==> src/rtl/tdes_pkg.sv <==
// Shared types and constants for the TDES pass sequencer.
package tdes_pkg;

    typedef enum logic [1:0] {
        IDLE   = 2'd0,
        START  = 2'd1,
        WAIT   = 2'd2,
        FINISH = 2'd3
    } state_t;

    typedef logic [1:0]  stage_t;
    typedef logic [63:0] block_t;

    localparam logic   ENCRYPT    = 1'b1;
    localparam logic   DECRYPT    = 1'b0;
    localparam stage_t LAST_STAGE = 2'd2;

endpackage

==> src/rtl/tdes_pass_sequencer_if.sv <==
// Handshake between the pass sequencer (master) and the shared single-DES core (slave).
interface tdes_pass_sequencer_if;
    import tdes_pkg::*;

    logic   core_start;
    logic   core_decrypt;
    block_t core_key;
    block_t core_din;
    logic   core_done;
    block_t core_dout;

    modport master (
        output core_start,
        output core_decrypt,
        output core_key,
        output core_din,
        input  core_done,
        input  core_dout
    );

    modport slave (
        input  core_start,
        input  core_decrypt,
        input  core_key,
        input  core_din,
        output core_done,
        output core_dout
    );

endinterface

==> src/rtl/tdes_pass_select.sv <==
// Key and direction for one TDES pass, as a function of the pass index and operation type.
// Encrypt runs E(k1) D(k2) E(k3); decrypt runs D(k3) E(k2) D(k1). Stage 3 yields zeros.
module tdes_pass_select
    import tdes_pkg::*;
(
    input  stage_t stage,
    input  logic   enc_type,
    input  block_t key1,
    input  block_t key2,
    input  block_t key3,
    output block_t pass_key,
    output logic   pass_decrypt
);

    // Pass schedule lookup; the middle pass always runs opposite to the outer two.
    always_comb begin
        pass_key     = '0;
        pass_decrypt = 1'b0;
        case (stage)
            2'd0: begin
                pass_key     = (enc_type == ENCRYPT) ? key1 : key3;
                pass_decrypt = (enc_type == DECRYPT);
            end
            2'd1: begin
                pass_key     = key2;
                pass_decrypt = (enc_type == ENCRYPT);
            end
            2'd2: begin
                pass_key     = (enc_type == ENCRYPT) ? key3 : key1;
                pass_decrypt = (enc_type == DECRYPT);
            end
            default: ;
        endcase
    end

endmodule

==> src/rtl/tdes_pass_sequencer.sv <==
// Runs one Triple DES operation as three passes through a shared single-DES core.
// Optional build macro: TDES_TIMEOUT_EN adds a per-pass core_done timeout and the error flag.
//
// state  | meaning
// -------+-------------------------------------------------------------
// IDLE   | waiting for enable; last result held on outputData
// START  | core_start pulsed; pass key/direction/input already loaded
// WAIT   | waiting for core_done of the current pass
// FINISH | outputEnable just raised; returns to IDLE next cycle
module tdes_pass_sequencer
    import tdes_pkg::*;
#(
    parameter int TIMEOUT_CYCLES = 64
) (
    input  logic                         HCLK,
    input  logic                         HRESET,
    input  logic                         enable,
    input  logic                         encryptionType,
    input  block_t                       data,
    input  block_t                       key1,
    input  block_t                       key2,
    input  block_t                       key3,
    tdes_pass_sequencer_if.master        core,
    output block_t                       outputData,
    output logic                         outputEnable,
    output logic                         busy,
    output logic                         error
);

    state_t state_q, state_n;
    stage_t stage_q, stage_n;
    logic   enc_q, enc_n;
    block_t key1_q, key1_n, key2_q, key2_n, key3_q, key3_n;
    block_t ckey_q, ckey_n, cdin_q, cdin_n;
    logic   cdec_q, cdec_n;
    block_t odata_q, odata_n;
    logic   oe_q, oe_n;
    logic   busy_q, busy_n;

    // Pass selector sees the raw operands while accepting (pass 0), else the latched set and next pass.
    stage_t sel_stage;
    logic   sel_enc;
    block_t sel_k1, sel_k2, sel_k3;
    block_t sel_key;
    logic   sel_dec;

    assign sel_stage = (state_q == IDLE) ? 2'd0 : stage_q + 2'd1;
    assign sel_enc   = (state_q == IDLE) ? encryptionType : enc_q;
    assign sel_k1    = (state_q == IDLE) ? key1 : key1_q;
    assign sel_k2    = (state_q == IDLE) ? key2 : key2_q;
    assign sel_k3    = (state_q == IDLE) ? key3 : key3_q;

    tdes_pass_select u_pass_select (
        .stage        (sel_stage),
        .enc_type     (sel_enc),
        .key1         (sel_k1),
        .key2         (sel_k2),
        .key3         (sel_k3),
        .pass_key     (sel_key),
        .pass_decrypt (sel_dec)
    );

`ifdef TDES_TIMEOUT_EN
    localparam int TMO_W = $clog2(TIMEOUT_CYCLES + 1);
    // Counter reads k-2 in the k-th cycle after core_start, so this fires in time for
    // error to be visible exactly TIMEOUT_CYCLES cycles after the start pulse.
    localparam logic [TMO_W-1:0] TMO_LAST = TMO_W'(TIMEOUT_CYCLES - 2);
    logic [TMO_W-1:0] tmo_q, tmo_n;
    logic             err_q, err_n;
    assign error = err_q;
`else
    logic unused_tmo;
    assign unused_tmo = ^TIMEOUT_CYCLES;
    assign error      = 1'b0;
`endif

    // Next-state, operand latching and pass loading.
    always_comb begin
        state_n = state_q;
        stage_n = stage_q;
        enc_n   = enc_q;
        key1_n  = key1_q;
        key2_n  = key2_q;
        key3_n  = key3_q;
        ckey_n  = ckey_q;
        cdec_n  = cdec_q;
        cdin_n  = cdin_q;
        odata_n = odata_q;
        oe_n    = oe_q;
        busy_n  = busy_q;
`ifdef TDES_TIMEOUT_EN
        tmo_n   = tmo_q;
        err_n   = err_q;
`endif
        case (state_q)
            IDLE: begin
                if (enable) begin
                    enc_n   = encryptionType;
                    key1_n  = key1;
                    key2_n  = key2;
                    key3_n  = key3;
                    ckey_n  = sel_key;
                    cdec_n  = sel_dec;
                    cdin_n  = data;
                    stage_n = 2'd0;
                    oe_n    = 1'b0;
                    busy_n  = 1'b1;
`ifdef TDES_TIMEOUT_EN
                    err_n   = 1'b0;
`endif
                    state_n = START;
                end
            end
            START: begin
`ifdef TDES_TIMEOUT_EN
                tmo_n = '0;
`endif
                if (stage_q > LAST_STAGE) begin
                    busy_n  = 1'b0;
                    state_n = IDLE;
                end else begin
                    state_n = WAIT;
                end
            end
            WAIT: begin
                if (stage_q > LAST_STAGE) begin
                    busy_n  = 1'b0;
                    state_n = IDLE;
                end else if (core.core_done) begin
                    if (stage_q == LAST_STAGE) begin
                        odata_n = core.core_dout;
                        oe_n    = 1'b1;
                        busy_n  = 1'b0;
                        state_n = FINISH;
                    end else begin
                        cdin_n  = core.core_dout;
                        ckey_n  = sel_key;
                        cdec_n  = sel_dec;
                        stage_n = stage_q + 2'd1;
                        state_n = START;
                    end
                end
`ifdef TDES_TIMEOUT_EN
                else if (tmo_q == TMO_LAST) begin
                    busy_n  = 1'b0;
                    oe_n    = 1'b0;
                    err_n   = 1'b1;
                    state_n = IDLE;
                end else begin
                    tmo_n = tmo_q + 1'b1;
                end
`endif
            end
            FINISH: begin
                state_n = IDLE;
            end
            default: begin
                state_n = IDLE;
            end
        endcase
    end

    // State and datapath registers; reset discards any partial result.
    always_ff @(posedge HCLK or negedge HRESET) begin
        if (!HRESET) begin
            state_q <= IDLE;
            stage_q <= '0;
            enc_q   <= 1'b0;
            key1_q  <= '0;
            key2_q  <= '0;
            key3_q  <= '0;
            ckey_q  <= '0;
            cdec_q  <= 1'b0;
            cdin_q  <= '0;
            odata_q <= '0;
            oe_q    <= 1'b0;
            busy_q  <= 1'b0;
`ifdef TDES_TIMEOUT_EN
            tmo_q   <= '0;
            err_q   <= 1'b0;
`endif
        end else begin
            state_q <= state_n;
            stage_q <= stage_n;
            enc_q   <= enc_n;
            key1_q  <= key1_n;
            key2_q  <= key2_n;
            key3_q  <= key3_n;
            ckey_q  <= ckey_n;
            cdec_q  <= cdec_n;
            cdin_q  <= cdin_n;
            odata_q <= odata_n;
            oe_q    <= oe_n;
            busy_q  <= busy_n;
`ifdef TDES_TIMEOUT_EN
            tmo_q   <= tmo_n;
            err_q   <= err_n;
`endif
        end
    end

    assign core.core_start   = (state_q == START);
    assign core.core_decrypt = cdec_q;
    assign core.core_key     = ckey_q;
    assign core.core_din     = cdin_q;
    assign outputData        = odata_q;
    assign outputEnable      = oe_q;
    assign busy              = busy_q;

endmodule

==> src/flat_wrapper.sv <==
// flat-port wrapper written by rule: the top's interface ports become plain ports
module tdes_pass_sequencer_flat import tdes_pkg::*;
#(
    parameter int TIMEOUT_CYCLES = 64
)
  (HCLK, HRESET, enable, encryptionType, data, key1, key2, key3, outputData, outputEnable, busy, error, core_core_start, core_core_decrypt, core_core_key, core_core_din, core_core_done, core_core_dout);
  tdes_pass_sequencer_if core_i ();
  input  logic HCLK;
  input  logic HRESET;
  input  logic enable;
  input  logic encryptionType;
  input  block_t data;
  input  block_t key1;
  input  block_t key2;
  input  block_t key3;
  output block_t outputData;
  output logic outputEnable;
  output logic busy;
  output logic error;
  output wire logic [$bits(core_i.core_start)-1:0] core_core_start;
  output wire logic [$bits(core_i.core_decrypt)-1:0] core_core_decrypt;
  output wire logic [$bits(core_i.core_key)-1:0] core_core_key;
  output wire logic [$bits(core_i.core_din)-1:0] core_core_din;
  input wire logic [$bits(core_i.core_done)-1:0] core_core_done;
  input wire logic [$bits(core_i.core_dout)-1:0] core_core_dout;
  assign core_core_start = core_i.core_start;
  assign core_core_decrypt = core_i.core_decrypt;
  assign core_core_key = core_i.core_key;
  assign core_core_din = core_i.core_din;
  assign core_i.core_done = core_core_done;
  assign core_i.core_dout = core_core_dout;
  tdes_pass_sequencer #(.TIMEOUT_CYCLES(TIMEOUT_CYCLES)) u_core (.HCLK(HCLK), .HRESET(HRESET), .enable(enable), .encryptionType(encryptionType), .data(data), .key1(key1), .key2(key2), .key3(key3), .core(core_i), .outputData(outputData), .outputEnable(outputEnable), .busy(busy), .error(error));
endmodule
==> config.mk <==
export PLATFORM = sky130hd
export DESIGN_NAME = tdes_pass_sequencer_flat
export DESIGN_NICKNAME = d
export VERILOG_FILES = /design/src/rtl/tdes_pkg.sv /design/src/rtl/tdes_pass_sequencer_if.sv /design/src/rtl/tdes_pass_select.sv /design/src/rtl/tdes_pass_sequencer.sv /design/src/flat_wrapper.sv
export SDC_FILE = /design/constraint.sdc
export NUM_CORES = 1
export LEC_CHECK = 0
export CAP_MARGIN = 10
export CORE_ASPECT_RATIO = 0.5
export CORE_MARGIN = 3
export CORE_UTILIZATION = 29
export CTS_CLUSTER_SIZE = 25
export DETAILED_ROUTE_END_ITERATION = 8
export GPL_TIMING_DRIVEN = 0
export PLACE_DENSITY = 0.63
export SLEW_MARGIN = 20
export SYNTH_ARGS = -nofsm -noshare
export SYNTH_HDL_FRONTEND = slang
export SYNTH_SLANG_ARGS = --single-unit
==> constraint.sdc <==
create_clock -name HCLK -period 2.8 [get_ports HCLK]
set_clock_uncertainty 0.15 [all_clocks]
set_input_delay 0.28 -clock HCLK [delete_from_list [all_inputs] [get_ports HCLK]]
set_output_delay 0.28 -clock HCLK [all_outputs]
set_load 0.01 [all_outputs]
* Yosys cells after proc, flatten, opt, wreduce, memory -nomap -nowiden
Cells that the tools add are included.
Word-level totals: register bits 392, input port bits 325, output and inout bits 197, word-level logic and storage cells 87
Operators by class: add/sub/neg operators 1, order comparisons 1, equal/unequal tests 14, mux-type cells 46, bitwise operators 2, reduce and logical (&&, ||, !) cells 11
Operators with widths (number):
- 2-to-1 mux 64 bit | 13
- one-hot mux 64 bit (2 select lines) | 2
- one-hot mux 64 bit (3 select lines) | 1
- 2-to-1 mux 2 bit | 10
- AND reduction 5 bit | 3
- 2-to-1 mux 1 bit | 14
- == test 2 bit (second input constant) | 4
- != test 2 bit (second input constant) | 4
- one-hot mux 2 bit (4 select lines) | 1
- one-hot mux 1 bit (2 select lines) | 3
- == test 2 x 1 -> 1 bit (second input constant) | 2
- logical NOT 2 bit | 2
- != test 2 x 1 -> 1 bit (second input constant) | 2
- one-hot mux 2 bit (2 select lines) | 1
- AND reduction 2 bit | 2
- AND reduction 4 bit | 1
- != test 3 x 1 -> 1 bit (second input constant) | 1
- != test 3 x 2 -> 1 bit (second input constant) | 1
- one-hot mux 1 bit (3 select lines) | 1
- nonzero test 3 bit | 1
- adder 2 x 1 -> 2 bit (second input constant) | 1
- greater-than comparator 2 bit (second input constant) | 1
- NOT 1 bit | 2
- nonzero test 2 bit | 1
- OR reduction 2 bit | 1

* Logic depth before layout (Yosys ltp)
word-level depth 9, gate-level depth with buffers 9, mapped depth without buffers 6

* Modules after synthesis
A second synthesis with hierarchy kept.
Second synthesis, totals: cells, all modules 1436, area, all modules 18815.5 µm²
By module, submodules not included:
- tdes_pass_sequencer | instances 1, cells each 1220, area each 17424.2 µm², seq. area each 9809.4 µm²
- tdes_pass_select | instances 1, cells each 216, area each 1391.3 µm², seq. area each 0.0 µm²

* Worst setup path after synthesis
OpenSTA, ideal clock, no wires.
kind register -> register, start reg u_core.stage_q[0], end reg u_core.ckey_q[16] (netlist: u_core.core.core_key[16]), library setup time 0.142 ns, arrival 2.095 ns, data required time 2.508 ns, slack 0.412 ns, cell stages (with the launch flop) 9, path buffers 2, period minus slack after synthesis 2.388 ns, cells stage by stage dfrtp_1 -> inv_1 -> ha_1 -> or3_1 -> and3_1 -> buf_4 -> buf_6 -> a221oi_1 -> o221ai_1
On the way: cells in the longest elaborated chain, start to end 8, elaborated cells on any way between the ends 16, those cells by class add/sub: 1; order compare: 1; eq/ne: 5; mux: 7; reduce/logical: 2
RTL lines:
- start, declared | line tdes_pass_sequencer.sv:31 | stage_t stage_q, stage_n;
- start signal, assigned | line tdes_pass_sequencer.sv:184 | stage_q <= stage_n;
- adder 2 x 1 -> 2 bit | line tdes_pass_sequencer.sv:47 | assign sel_stage = (state_q == IDLE) ? 2'd0 : stage_q + 2'd1;
- 2-to-1 mux 2 bit | line tdes_pass_sequencer.sv:47
- == test 2 bit (tied with other cells) | line tdes_pass_select.sv:19 | case (stage)
- one-hot mux 64 bit (3 select lines) | line tdes_pass_select.sv:19
- 2-to-1 mux 64 bit | line tdes_pass_sequencer.sv:130 | if (stage_q == LAST_STAGE) begin
- 2-to-1 mux 64 bit | line tdes_pass_sequencer.sv:129 | end else if (core.core_done) begin
- 2-to-1 mux 64 bit | line tdes_pass_sequencer.sv:126 | if (stage_q > LAST_STAGE) begin
- one-hot mux 64 bit (2 select lines) | line tdes_pass_sequencer.sv:95 | case (state_q)
- end signal, assigned | line tdes_pass_sequencer.sv:189 | ckey_q <= ckey_n;
- end, declared | line tdes_pass_sequencer.sv:34 | block_t ckey_q, ckey_n, cdin_q, cdin_n;
Several ways; a longest one is shown, not always the timed one. The select of a mux whose other input is x is not followed. A chain may end at the register's enable or synchronous reset.

* Worst setup path in the final report
start reg u_core.stage_q[0], end reg u_core.ckey_q[33] (netlist: u_core.core.core_key[33])
Same word-level chain as after synthesis.

==> results.py <==
metrics = {
    "run_status": {
        "outcome": "finished, final reports clean",
    },
    "drt": {
        "finalWirelength_um": 62500,
        "initialDrtViolationCount": 706,
        "post_drt_via_cell_ratio": 4.88,
        "count_of_vias_placed_by_the_detailed_router": 13307,
        "drc": 0,
        "drt-pass1-iter-count": 5,
        "routedWlPerCell_um": 22.9,
        "drtAntennaViolNets": 0,
    },
    "critical_path": {
        "worstPathArrival_ps": 2980,
        "timing.critical_path.from_type": "register",
        "path_max_fanout": 10,
        "setup.worst_path.end_class": "register",
        "cp_data_required_time_ps": 3060,
        "rrSetupSlack_ps": 70,
        "critical_path_class": "register to register",
    },
    "layout": {
        "flow.area_growth_from_synthesis_pct": 45.5,
        "final_util_pct": 43.4,
        "multi_input_comb_area_um2": 7120,
        "regArea_um2": 9810,
        "layout-drive-gt1-share_pct": 22.4,
        "fin_nets": 2220,
        "filler_cell_count": 5490,
    },
    "die": {
        "core_um2": 58300,
        "die_area_um2": 63100,
        "die_h_um": 179,
        "die_width_um": 352,
        "starting_density_of_the_core_pct": 29.8,
        "num_rows": 62,
        "io_pins": 522,
    },
    "clock_tree": {
        "tritoncts.num_buffers": 40,
        "ctsLongestPathBuffers": 3,
        "clk_transition_reported_paths_ps": 70,
        "tritoncts_num_sinks": 392,
        "cts_root_buffer": "clkbuf_16",
        "insertion_delay_ps": 550,
        "cts_tree": "built",
        "cts_max_level": 2,
    },
    "grt": {
        "antenna_found_initial": 16,
        "global_route_wire_length_before_repair_um": 91700,
        "track_usage_pct": 19.1,
        "globalRoute.totalOverflow": 0,
        "grt_pass1_vias": 13998,
        "grt_start_max_net_pins": 97,
    },
    "sta": {
        "timing.final.crit_period_ps": 2730,
        "max_slew.worst_pin.slew_ps": 941,
        "highest_clock_rate_mhz": 367,
        "final-setup-viol-count": 0,
        "period_utilization_pct": 97.4,
        "fin_tns_setup_ps": 0,
        "finalMaxSlewViolations": 0,
        "timing.max_slew.rel_slack_pct": 37.3,
        "hold_vio_cnt_final": 0,
    },
    "power": {
        "p_per_area_nw_per_um2": 1140,
        "leakagePower_uw": 0.0105,
        "vdd_ir_drop_max_v": 0.000391,
    },
    "place": {
        "routabilityCongestion": 0.838,
        "place.port_buffers": 520,
        "dpl.hpwl_um": 46900,
    },
    "logic_synthesis": {
        "syn_avg_cell_area_um2": 13.2,
        "yosysWarnings": 0,
        "synth_seq_cells": 392,
        "post_synth_num_cell_types": 44,
        "yosysTopAreaCellShare_pct": 56.4,
        "synth_cells": 1319,
        "asyncSetResetFlopFracSynth_pct": 100,
        "postSynthNetCount": 1651,
        "synth_largest_area_cell": "dfrtp_1",
        "synth_top_cells_by_area": "dfrtp_1, mux2_2, mux2i_1",
        "synth_flop_cell": "dfrtp_1",
        "sequential_cell_area_fraction_in_the_yosys_report_pct": 56.4,
        "syn_area_um2": 17400,
        "synth_edf_count": 0,
    },
    "run": {
        "maxCapViolCount": 0,
    },
    "min_path": {
        "worst_hold_path_type": "input port to async pin",
    },
}
cell usage after synthesis, types with 2 or more instances:
cell type / instances
buf_4: 2
a221oi_1: 55
buf_1: 3
nor2_1: 5
a222oi_1: 9
o21ai_0: 30
buf_6: 20
mux2_2: 257
clkbuf_1: 58
mux2i_1: 128
ha_1: 7
o221ai_2: 4
nor3b_1: 56
nand2_1: 135
a21o_1: 2
o21ai_1: 39
o221ai_1: 60
dfrtp_1: 392
or3_1: 2
a21oi_1: 3
buf_2: 21
nand2b_1: 3
nor3_1: 2
inv_1: 6
area by class of cell:
cell class / count / area share, %
Sequential cell: 392 / 38.8
Antenna cell: 16 / 0.158
Multi-Input combinational cell: 817 / 28.1
Inverter: 6 / 0.0890
Clock inverter: 10 / 0.668
Clock buffer: 57 / 4.60
Tap cell: 800 / 3.96
Buffer: 103 / 2.40
Timing Repair Buffer: 528 / 21.2
power by group:
part / internal (uW) / switching [uW]
Clock: 3260 / 2340
Sequential: 8370 / 1340
Combinational: 6860 / 6790
what timing repair did:
| item | in CTS | in global routing |
|---|---|---|
| buffers inserted | 3 | 0 |
| setup endpoints to repair | 176 | 145 |
| hold endpoints to repair | 72 | 0 |
| pin swaps | 1 | 0 |
| hold buffers | 1 | 0 |
| gates resized for setup | 23 | 39 |
stage by stage:
stage | worst slack (ps) | power (uW) | instance area, um^2 | hold WS (ps) | cells
floorplan | 412 | 17300 | 17400 | -166 | 1319
global route | -4.63 | 30700 | 25300 | 177 | 2729
CTS | 7.05 | 29000 | 25100 | 149 | 2713
global placement | -16900 | 23000 | 23600 | 313 | 2639
detailed placement | -729 | 23200 | 23700 | 152 | 2643
finish | 73.4 | 29000 | 25300 | 152 | 2729
registers in the layout, summed over array words and instances (netlist names):
name / flops
u_core.key1_q: 64
u_core.core.core_din: 64
u_core.stage_q: 2
u_core.outputEnable: 1
u_core.enc_q: 1
u_core.key3_q: 64
u_core.core.core_decrypt: 1
u_core.outputData: 64
u_core.key2_q: 64
u_core.state_q: 2
u_core.core.core_key: 64
u_core.busy: 1
cell usage in the layout (no fill, tap or decap), drive strengths merged, types with 3 or more instances in the layout:
master         count
inv                7
bufinv             4
a21oi              3
nor3b             56
o211ai             3
nand2            136
mux2i            128
o221ai            64
dfrtp            392
buf               51
a222oi             9
mux2             257
clkdlybuf4s50    519
clkinv             5
ha                 7
nor2               5
clkbuf           117
o21ai             69
nand2b             3
a221oi            56
diode             16
worst max-delay path: stages (launching register included):
cell	delay, ps
dfrtp_2	440
inv_1	110
ha_2	330
or3_4	420
and3_1	200
buf_4	210
buf_6	170
a221oi_1	370
o221ai_1	180
metal layers:
layer | track usage (%) | vias up | share of wire [%]
li1 | - | 6057 | -
met1 | 22.2 | 6848 | 39
met2 | 36.2 | 291 | 55
met3 | 2.27 | 111 | 2.8
met4 | 7.71 | 0 | 3.4
met5 | 0 | - | 0
cell families after synthesis:
logic type	share of synthesized area [%]
fa+ha+maj	0.504
mux	24.0
compound gates	9.67
flops	56.4
buf+inv	3.43
simple gates	5.92
other cells	0.0216
worst paths after layout:
kind                                                      from                              endpoint  depth (start not counted)
hold reg to reg            u_core.core.core_din[0]$_DFFE_PN0P_   u_core.core.core_din[0]$_DFFE_PN0P_                          2
hold / removal                                          HRESET         u_core.key2_q[49]$_DFFE_PN0P_                          2
setup reg to reg                 u_core.stage_q[0]$_DFFE_PN0P_  u_core.core.core_key[33]$_DFFE_PN0P_                          8
max in group asynchronous                               HRESET         u_core.key2_q[17]$_DFFE_PN0P_                          4
setup / recovery                 u_core.stage_q[0]$_DFFE_PN0P_  u_core.core.core_key[33]$_DFFE_PN0P_                          8
min in group HCLK                                     key2[63]         u_core.key2_q[63]$_DFFE_PN0P_                          2
Note: power is estimated with default switching activity, not from simulation.
